--- config.mk ---
export PLATFORM = sky130hd
export DESIGN_NAME = xadc_capture_sequencer
export DESIGN_NICKNAME = d
export VERILOG_FILES = /design/src/rtl/xadc_pkg.sv /design/src/rtl/seq_down_counter.sv /design/src/rtl/xadc_capture_sequencer.sv
export SDC_FILE = /design/constraint.sdc
export NUM_CORES = 1
export LEC_CHECK = 0
export ABC_AREA = 1
export CORE_MARGIN = 8
export CORE_UTILIZATION = 55
export CTS_CLUSTER_SIZE = 10
export DETAILED_ROUTE_END_ITERATION = 8
export HOLD_SLACK_MARGIN = 0.12
export PLACE_DENSITY = 0.82
export SETUP_SLACK_MARGIN = 0.15
export SLEW_MARGIN = 20
export SYNTH_ARGS = -nofsm -noshare
export SYNTH_HDL_FRONTEND = slang
export SYNTH_SLANG_ARGS = --single-unit
--- constraint.sdc ---
create_clock -name clk -period 6.42 [get_ports clk]
set_clock_uncertainty 0.15 [all_clocks]
set_input_delay 1.605 -clock clk [delete_from_list [all_inputs] [get_ports clk]]
set_output_delay 1.605 -clock clk [all_outputs]
set_load 0.005 [all_outputs]
--- src/rtl/xadc_pkg.sv ---
// Shared definitions for the XADC capture path.
// State encodings and the framer sample-count width.
package xadc_pkg;

  localparam int CNT_W_DEF = 25;

  localparam logic [2:0] ST_IDLE  = 3'd0;
  localparam logic [2:0] ST_ARM   = 3'd1;
  localparam logic [2:0] ST_RUN   = 3'd2;
  localparam logic [2:0] ST_GAP   = 3'd3;
  localparam logic [2:0] ST_FAULT = 3'd4;

endpackage

--- src/rtl/seq_down_counter.sv ---
// Loadable down counter with zero flag.
// Holds at zero; load has priority over enable.
module seq_down_counter #(
  parameter int W = 16
) (
  input  logic         clk,
  input  logic         rst,
  input  logic         load,
  input  logic [W-1:0] load_val,
  input  logic         en,
  output logic [W-1:0] cnt,
  output logic         zero
);

  logic [W-1:0] cnt_q;
  logic [W-1:0] cnt_d;

  always_comb begin
    cnt_d = cnt_q;
    if (load)
      cnt_d = load_val;
    else if (en && cnt_q != '0)
      cnt_d = cnt_q - 1'b1;
  end

  always_ff @(posedge clk) begin
    if (rst) cnt_q <= '0;
    else     cnt_q <= cnt_d;
  end

  assign cnt  = cnt_q;
  assign zero = (cnt_q == '0);

endmodule

--- src/rtl/xadc_capture_sequencer.sv ---
// Burst sequencer for the XADC TLAST framer.
// Issues framer starts and watches the framed stream for loss/timeouts.
module xadc_capture_sequencer
  import xadc_pkg::*;
#(
  parameter int CNT_W = CNT_W_DEF,
  parameter int FRM_W = 16,
  parameter int GAP_W = 16,
  parameter int TMO_W = 32
) (
  input  logic             clk,
  input  logic             rst,
  input  logic             cmd_start,
  input  logic             cmd_abort,
  input  logic [CNT_W-1:0] cfg_count,
  input  logic [FRM_W-1:0] cfg_frames,
  input  logic [GAP_W-1:0] cfg_gap,
  input  logic [TMO_W-1:0] cfg_timeout,
  output logic             tl_start,
  output logic [CNT_W-1:0] tl_count,
  input  logic             mon_tvalid,
  input  logic             mon_tready,
  input  logic             mon_tlast,
  output logic             busy,
  output logic             done,
  output logic [FRM_W-1:0] frames_done,
  output logic             err_cfg,
  output logic             err_overflow,
  output logic             err_timeout
);

  logic [2:0]       state_q, state_d;
  logic [CNT_W-1:0] count_q, count_d;
  logic [FRM_W-1:0] frames_q, frames_d;
  logic [GAP_W-1:0] gap_q, gap_d;
  logic [TMO_W-1:0] tmo_q, tmo_d;
  logic [FRM_W-1:0] fdone_q, fdone_d;
  logic             abort_q, abort_d;
  logic             done_q, done_d;
  logic             ecfg_q, ecfg_d;
  logic             eovf_q, eovf_d;
  logic             etmo_q, etmo_d;

  logic             gap_load, gap_en, gap_zero;
  logic             tmo_load, tmo_en, tmo_zero;
  logic [GAP_W-1:0] gap_cnt;
  logic [TMO_W-1:0] tmo_cnt;
  logic             frame_end;
  logic             last_frame;
  logic [FRM_W:0]   fdone_inc;

  assign frame_end = mon_tvalid & mon_tlast;
  assign fdone_inc = {1'b0, fdone_q} + 1'b1;
  assign last_frame = (frames_q != '0) &&
                      (fdone_inc == {1'b0, frames_q});

  always_comb begin
    state_d  = state_q;
    count_d  = count_q;
    frames_d = frames_q;
    gap_d    = gap_q;
    tmo_d    = tmo_q;
    fdone_d  = fdone_q;
    abort_d  = abort_q;
    done_d   = 1'b0;
    ecfg_d   = ecfg_q;
    eovf_d   = eovf_q;
    etmo_d   = etmo_q;
    gap_load = 1'b0;
    gap_en   = 1'b0;
    tmo_load = 1'b0;
    tmo_en   = 1'b0;
    case (state_q)
      ST_IDLE: begin
        if (cmd_start && cfg_count != '0) begin
          count_d  = cfg_count;
          frames_d = cfg_frames;
          gap_d    = cfg_gap;
          tmo_d    = cfg_timeout;
          fdone_d  = '0;
          abort_d  = 1'b0;
          ecfg_d   = 1'b0;
          eovf_d   = 1'b0;
          etmo_d   = 1'b0;
          state_d  = ST_ARM;
        end else if (cmd_start) begin
          ecfg_d = 1'b1;
        end
      end
      ST_ARM: begin
        abort_d  = abort_q | cmd_abort;
        tmo_load = 1'b1;
        state_d  = ST_RUN;
      end
      ST_RUN: begin
        abort_d = abort_q | cmd_abort;
        tmo_en  = 1'b1;
        // frame end takes priority over a coincident timeout
        if (frame_end) begin
          if (fdone_q != '1)
            fdone_d = fdone_q + 1'b1;
          if (last_frame || abort_d) begin
            state_d = ST_IDLE;
            done_d  = 1'b1;
            abort_d = 1'b0;
          end else if (gap_q != '0) begin
            gap_load = 1'b1;
            state_d  = ST_GAP;
          end else begin
            state_d = ST_ARM;
          end
        end else if (tmo_q != '0 && tmo_zero) begin
          etmo_d  = 1'b1;
          state_d = ST_FAULT;
        end
      end
      ST_GAP: begin
        abort_d = abort_q | cmd_abort;
        if (abort_d) begin
          state_d = ST_IDLE;
          done_d  = 1'b1;
          abort_d = 1'b0;
        end else if (gap_zero) begin
          state_d = ST_ARM;
        end else begin
          gap_en = 1'b1;
        end
      end
      ST_FAULT: begin
        state_d = ST_FAULT;
      end
      default: begin
        state_d = ST_IDLE;
      end
    endcase
    if (mon_tvalid && !mon_tready)
      eovf_d = 1'b1;
  end

  always_ff @(posedge clk) begin
    if (rst) begin
      state_q  <= ST_IDLE;
      count_q  <= '0;
      frames_q <= '0;
      gap_q    <= '0;
      tmo_q    <= '0;
      fdone_q  <= '0;
      abort_q  <= 1'b0;
      done_q   <= 1'b0;
      ecfg_q   <= 1'b0;
      eovf_q   <= 1'b0;
      etmo_q   <= 1'b0;
    end else begin
      state_q  <= state_d;
      count_q  <= count_d;
      frames_q <= frames_d;
      gap_q    <= gap_d;
      tmo_q    <= tmo_d;
      fdone_q  <= fdone_d;
      abort_q  <= abort_d;
      done_q   <= done_d;
      ecfg_q   <= ecfg_d;
      eovf_q   <= eovf_d;
      etmo_q   <= etmo_d;
    end
  end

  // loaded with N-1 so zero marks the Nth cycle
  seq_down_counter #(.W(GAP_W)) u_gap (
    .clk      (clk),
    .rst      (rst),
    .load     (gap_load),
    .load_val (gap_q - 1'b1),
    .en       (gap_en),
    .cnt      (gap_cnt),
    .zero     (gap_zero)
  );

  seq_down_counter #(.W(TMO_W)) u_tmo (
    .clk      (clk),
    .rst      (rst),
    .load     (tmo_load),
    .load_val (tmo_q - 1'b1),
    .en       (tmo_en),
    .cnt      (tmo_cnt),
    .zero     (tmo_zero)
  );

  assign tl_start     = (state_q == ST_ARM);
  assign tl_count     = count_q;
  assign busy         = (state_q != ST_IDLE);
  assign done         = done_q;
  assign frames_done  = fdone_q;
  assign err_cfg      = ecfg_q;
  assign err_overflow = eovf_q;
  assign err_timeout  = etmo_q;

endmodule
After elaboration in Yosys (flattened, before gate mapping) --
Index checks and enable logic that the tools add are counted.
Operators by class: add/subtract/negate cells 6, eq/ne operators 13, muxes and demuxes 40, bitwise logic cells 2, reductions and logical operators 32
Operators with widths (count):
- $mux 16 | 5
- $mux 32 | 2
- $reduce_bool 32->1 | 2
- $sub 32x1->32 const B | 2
- $reduce_bool 16->1 | 3
- $logic_not 32->1 | 1
- $pmux 16 s2 | 1
- $sub 16x1->16 const B | 2
- $reduce_bool 25->1 | 1
- $mux 1 | 21
- $add 16x1->17 const B | 1
- $eq 17x16->1 | 1
- $add 16x1->16 const B | 1
- $logic_not 16->1 | 1
- $ne 16x16->1 const B | 1
- $mux 3 | 5
- $pmux 3 s5 | 1
- $reduce_bool 2->1 | 6
- $ne 2x2->1 const B | 5
- $reduce_and 2->1 | 4
- $reduce_and 4->1 | 2
- $eq 3x2->1 const B | 2
- $logic_and 1x1->1 | 6
- $ne 3x3->1 const B | 2
- other kinds (13) | 15
Storage, ports and cells: register bits after elaboration 161, bits of input ports 96, output and inout bits 47, word-level logic and storage cells 106

Logic depth before layout (Yosys ltp) --
depth after elaboration 8, gate-level depth with buffers 26, gate-level depth less buffers 25

Hierarchy --
A second synthesis with hierarchy kept.
Second synthesis, totals: cell total of the unflattened synthesis 1456, area total of the unflattened synthesis 9504.1 um^2
Modules (own cells, without submodules):
- xadc_capture_sequencer | instances 1, cells each 841, area an instance 5874.4 um^2, sequential area each 2262.2 um^2
- seq_down_counter at u_tmo | instances 1, cells each 403, area an instance 2434.8 um^2, sequential area each 640.6 um^2
- seq_down_counter at u_gap | instances 1, cells each 212, area an instance 1194.9 um^2, sequential area each 320.3 um^2

Worst setup path after synthesis --
No wires, ideal clock.
path kind in2reg, start input port cfg_count[8], end register frames_q[10], setup time 0.128 ns, arrival time 3.322 ns, required time 6.142 ns, setup slack 2.819 ns, stages 9, buffers on the path 3, cells stage by stage nor4_1 > nand4_1 > o31ai_1 > nor2_1 > inv_1 > clkbuf_1 > clkbuf_1 > clkbuf_1 > a21oi_1
Between the ends: word-level cells in the longest chain between the ends 3
RTL lines:
- start, declared | line xadc_capture_sequencer.sv:15 | input logic [CNT_W-1:0] cfg_count,
- $reduce_bool 25->1 | line xadc_capture_sequencer.sv:75 | if (cmd_start && cfg_count != '0) begin
- $logic_and 1x1->1 | line xadc_capture_sequencer.sv:75
- $reduce_and 2->1 (no line)
- end signal, assigned | line xadc_capture_sequencer.sv:156 | frames_q <= frames_d;
- end, declared | line xadc_capture_sequencer.sv:34 | logic [FRM_W-1:0] frames_q, frames_d;
No other way between the ends. A chain may end at the register's enable or synchronous reset.

Worst setup path in the final report --
start input port cfg_count[0], end register gap_q[1]
Between the ends: word-level cells in the longest chain between the ends 3
RTL lines:
- $reduce_bool 25->1 | line xadc_capture_sequencer.sv:75
- $logic_and 1x1->1 | line xadc_capture_sequencer.sv:75
- $reduce_and 2->1 (no line)
- end signal, assigned | line xadc_capture_sequencer.sv:157 | gap_q <= gap_d;
- end, declared | line xadc_capture_sequencer.sv:35 | logic [GAP_W-1:0] gap_q, gap_d;
No other way between the ends.

==> impl_summary.log <==
[metrics] result of the run: finished clean
[metrics] CP required: 6.62 ns
[metrics] register area: 3223 um^2
[metrics] die area: 20330 um^2
[metrics] crit-path max FO: 83
[metrics] clock sinks: 161
[metrics] maximum root-to-sink buffer count: 2
[metrics] Post-CTS Hold Fix Bufs: 0
[metrics] via count of the first global-routing pass: 8628
[metrics] most area-consuming cells after synthesis: sky130_fd_sc_hd__dfxtp_1, sky130_fd_sc_hd__nand2_1, sky130_fd_sc_hd__nor2_1
[metrics] final wirelength: 24590 um
[metrics] portion of synthesized cell area occupied by the leading cell type: between 30% and 40%
[metrics] critical path's top delay family: buffers and inverters
[metrics] Root Buffer: sky130_fd_sc_hd__clkbuf_16
[metrics] Final Cycle Share: approximately 67%
[metrics] path type of the worst setup path: in2reg
[metrics] placement-stage cell area: 10270 um^2
[metrics] synth warn: 0
[metrics] vias per cell: 5.485
[metrics] maximum number of pins on one net before global-route repair: 84
[metrics] Multi-input gate area: 4682 um^2
[metrics] DIE WIDTH: 142.6 um
[metrics] worst flop-to-flop path endpoint: u_gap.cnt[12]$_SDFFE_PP0P_
[metrics] number of standard-cell rows in the floorplan: 46
[metrics] unrepaired setup endpoints after global routing: false
[metrics] final count of hold timing violations: 0
[metrics] HPWL after detailed placement: 17380 um
[metrics] clock latency on the worst-skew pair: 0.43 ns
[metrics] minimum clock period: between 4 and 5 ns
[metrics] H-Tree Level Count: 4
[metrics] Net Count, Synth: 1399
[metrics] worst reg-to-reg path cell count: 19
[metrics] clock tree from TritonCTS: done
[metrics] Floorplan Core Area: ~16000 um^2
[metrics] FF+latch count, synth: around 160
[metrics] Final Instance Area: 10970 um^2
[metrics] gpl congestion: about 0.93
[metrics] global-route wire length before repair: 40610 um
[metrics] Die H: 142.6 um
[metrics] power density cells: 470.5 nW/um^2
[metrics] leak pwr: 0.004939 uW
[metrics] critical path's slowest cell: sky130_fd_sc_hd__buf_4
[metrics] GR Util All Layers: 24.63%
[metrics] number of cells on the critical path: 10
[metrics] average wire per standard cell: 15.00 um
[metrics] number of maximum-capacitance constraint violations: 0
[metrics] cells traversed along the worst timing path: clkdlybuf4s50_1, nor4_1, nand4_1, o31ai_1, nor2_4, buf_4, clkinv_2, buf_4, o21ai_0, a21oi_1
[metrics] count of vias placed by the detailed router: 8990
[metrics] max incr delay on CP: 0.61 ns
[metrics] Worst Setup EP: gap_q[1]$_SDFFE_PP0P_
[metrics] transition time at the pin with the least slew margin: 0.9364 ns
[metrics] VDD IR-drop max: 0.0002590 V
[metrics] final global-route overflow total: 0
[metrics] Synth Cell Area: 8812 um^2
[metrics] final setup fails: 0
[metrics] buffering stage count on the worst path with inverters included: 4
[metrics] met2 layer wire length in the routed design: 11830 um
[metrics] share of final-layout standard cells stronger than drive strength 1: under 10%
[metrics] count of distinct cell types in the synthesized netlist: 54
[metrics] count of flip-flops with a built-in enable after synthesis: 0
[metrics] Highest Clock Rate: 233.2 MHz
[metrics] Max Slew Vio Count: 0
[metrics] Crit path arrival time: about 4.5 ns
[metrics] count of routing violations after the opening detailed-route iteration: slightly above 800
[metrics] register-to-register path setup slack: 2.53 ns
[metrics] number of nets at the end of the flow: between 1500 and 2000
[metrics] setup ws final: 2.133 ns
[metrics] clock transition time at the flip-flop clock pins of the worst setup and hold paths: ~0.07 ns
[metrics] antenna violations before repair: 0
[metrics] type of origin of the critical path: input port
[metrics] count of unresolved DRC violations after routing: 0
[metrics] startpoint of the worst-slack reg-to-reg timing path: frames_done[0]$_SDFFE_PP0P_
[metrics] remaining antenna violation count after routing: 0
[metrics] cell taking the most area after synthesis: sky130_fd_sc_hd__dfxtp_1
[metrics] count of mapped cells out of synthesis: 1300
[metrics] Max-Slew Margin vs Limit: 37.50%
[metrics] Port Buffer Count: about 140
[metrics] met3 routed wirelength: 1482 um
[metrics] number of I/O pins: 143
[metrics] Synth Area per Inst: 6.779 um^2
[metrics] most numerous cell in the Yosys netlist: sky130_fd_sc_hd__nand2_1
[metrics] Post-CTS Repair Setup Buffers: 0
[metrics] Post-CTS Resized: 0
[metrics] Layout Area Growth over Synthesis: 24.54%
[metrics] Worst setup EP type: register
[metrics] DR pass1 iterations: 5
[metrics] Initial Utilization: 55.88%
[metrics] Place WS: roughly 1.7 ns
[metrics] type of the most critical hold path: reg2reg
[metrics] number of fill cells: between 1000 and 1500
[metrics] beginning of the critical path: cfg_count[0]
[metrics] diode insertion count for antenna repair: 0
[metrics] most common flop cell mapped by yosys: sky130_fd_sc_hd__dfxtp_1
[metrics] Post-synth ARST share: 0%
[metrics] routed metal-1 wirelength: 10570 um
[metrics] Inserted Clock Buffers: 17
[metrics] highest metal layer with signal wires: met4
[metrics] Commonest cells post-synth: sky130_fd_sc_hd__nand2_1, sky130_fd_sc_hd__nor2_1, sky130_fd_sc_hd__dfxtp_1, sky130_fd_sc_hd__inv_1, sky130_fd_sc_hd__o21ai_0
[metrics] most frequent CP cell: sky130_fd_sc_hd__buf_4
[metrics] register area share after synthesis: 36.58%
[metrics] Setup Total Neg Slack: 0 ns
[state kept, by name, summed over array words and instances, names as in the netlist, 3 cells and up]
name and flops:
u_gap.cnt 16, frames_done 16, u_tmo.cnt 32, tmo_q 32, state_q 3, tl_count 25
frames_q 16, gap_q 16
[metrics by stage]
stage	instances	hold slack, ns	utilization, %	total power (uW)
5_1_grt	1639	0.3442	69.59	5557
2_1_floorplan	1300	0.2869	-	3282
3_3_place_gp	1607	0.2927	65.15	3858
4_1_cts	1639	0.3205	69.59	5160
6_report	1639	0.3181	69.59	5164
3_5_place_dp	1607	0.3096	65.15	3919
[how the worst min path moves through the flow]
stage	startpoint	endpoint	slack, ns	cells after the start
after floorplan	tmo_q[5]$_SDFFE_PP0P_	tmo_q[5]$_SDFFE_PP0P_	0.29	2
after global placement	err_cfg$_SDFFE_PP0P_	err_cfg$_SDFFE_PP0P_	0.29	2
after detailed placement	err_timeout$_SDFFE_PP0P_	err_timeout$_SDFFE_PP0P_	0.31	2
after CTS	err_cfg$_SDFFE_PP0P_	err_cfg$_SDFFE_PP0P_	0.32	2
after global routing	err_cfg$_SDFFE_PP0P_	err_cfg$_SDFFE_PP0P_	0.34	2
final	err_cfg$_SDFFE_PP0P_	err_cfg$_SDFFE_PP0P_	0.32	2
[cells by family (layout without fill, tap and decap cells)]
family	Yosys count	after routing	share of synthesized area, %
muxes	6	6	0.6816
AOI/OAI and AO/OA	286	286	18.34
xor gates and xnor gates	13	13	1.292
and+or+nand+nor	608	608	32.30
adders and majority gates	3	3	0.4260
DFF	161	161	36.58
buffers and inverters	223	346	10.38
[worst register-to-register path: stages, from the launching register on]
cell and delay [ns]:
sky130_fd_sc_hd__dfxtp_1 0.48, sky130_fd_sc_hd__ha_1 0.25, sky130_fd_sc_hd__nand2_1 0.17, sky130_fd_sc_hd__nor2_4 0.22, sky130_fd_sc_hd__nand4_1 0.25, sky130_fd_sc_hd__nor3_1 0.24
sky130_fd_sc_hd__nor2_1 0.08, sky130_fd_sc_hd__nand3_1 0.07, sky130_fd_sc_hd__nor2_1 0.07, sky130_fd_sc_hd__nor2_2 0.41, sky130_fd_sc_hd__nand4_1 0.24, sky130_fd_sc_hd__nand2_2 0.18
sky130_fd_sc_hd__ha_1 0.23, sky130_fd_sc_hd__nand3_1 0.17, sky130_fd_sc_hd__clkinv_1 0.14, sky130_fd_sc_hd__nand3_1 0.11, sky130_fd_sc_hd__nand2_1 0.08, sky130_fd_sc_hd__nand2_1 0.04
sky130_fd_sc_hd__o21bai_1 0.15, sky130_fd_sc_hd__inv_1 0.05
[power breakdown]
part	leakage [uW]	switching (uW)	total (uW)	internal [uW]
clock	0.000332	426	1200	778
combinational	0.00328	1530	2420	888
sequential	0.00133	229	1540	1310
[cell type report]
| type | instances | share of cell area (%) |
|---|---|---|
| Clock buffer | 18 | 4.002 |
| Clock inverter | 14 | 2.371 |
| Inverter | 164 | 5.632 |
| Multi-Input combinational cell | 916 | 42.66 |
| Sequential cell | 161 | 29.37 |
| Tap cell | 216 | 2.463 |
| Timing Repair Buffer | 150 | 13.50 |
[layer usage]
metal  track usage (%)  up-vias
li1                  -     4517
met1             30.04     4095
met2             41.13      324
met3             4.730       54
met4             11.35        0
met5                 0        -
[placed cells by master (no fill, tap or decap), types with 4 or more instances in the layout]
| cell type | n |
|---|---|
| sky130_fd_sc_hd__a31oi_1 | 14 |
| sky130_fd_sc_hd__o21bai_1 | 9 |
| sky130_fd_sc_hd__or2_1 | 4 |
| sky130_fd_sc_hd__clkbuf_16 | 17 |
| sky130_fd_sc_hd__or2_2 | 7 |
| sky130_fd_sc_hd__dfxtp_1 | 161 |
| sky130_fd_sc_hd__bufinv_16 | 7 |
| sky130_fd_sc_hd__nor2_1 | 200 |
| sky130_fd_sc_hd__nand3_1 | 63 |
| sky130_fd_sc_hd__inv_1 | 153 |
| sky130_fd_sc_hd__o21ai_0 | 150 |
| sky130_fd_sc_hd__a21oi_1 | 59 |
| sky130_fd_sc_hd__nor2_2 | 13 |
| sky130_fd_sc_hd__mux2i_1 | 6 |
| sky130_fd_sc_hd__o31ai_1 | 4 |
| sky130_fd_sc_hd__nand2_2 | 23 |
| sky130_fd_sc_hd__clkinv_1 | 4 |
| sky130_fd_sc_hd__nor3_1 | 5 |
| sky130_fd_sc_hd__nand2_1 | 206 |
| sky130_fd_sc_hd__inv_2 | 5 |
| sky130_fd_sc_hd__buf_4 | 8 |
| sky130_fd_sc_hd__o21ai_1 | 14 |
| sky130_fd_sc_hd__o211ai_1 | 10 |
| sky130_fd_sc_hd__xor2_1 | 10 |
| sky130_fd_sc_hd__nand4_1 | 34 |
| sky130_fd_sc_hd__nor2_4 | 8 |
| sky130_fd_sc_hd__o21ai_2 | 7 |
| sky130_fd_sc_hd__clkinv_2 | 4 |
| sky130_fd_sc_hd__nor4_1 | 30 |
| sky130_fd_sc_hd__a211oi_1 | 7 |
| sky130_fd_sc_hd__clkdlybuf4s50_1 | 142 |
| sky130_fd_sc_hd__o221ai_1 | 4 |
Note: power is estimated with default switching activity, not from simulation.
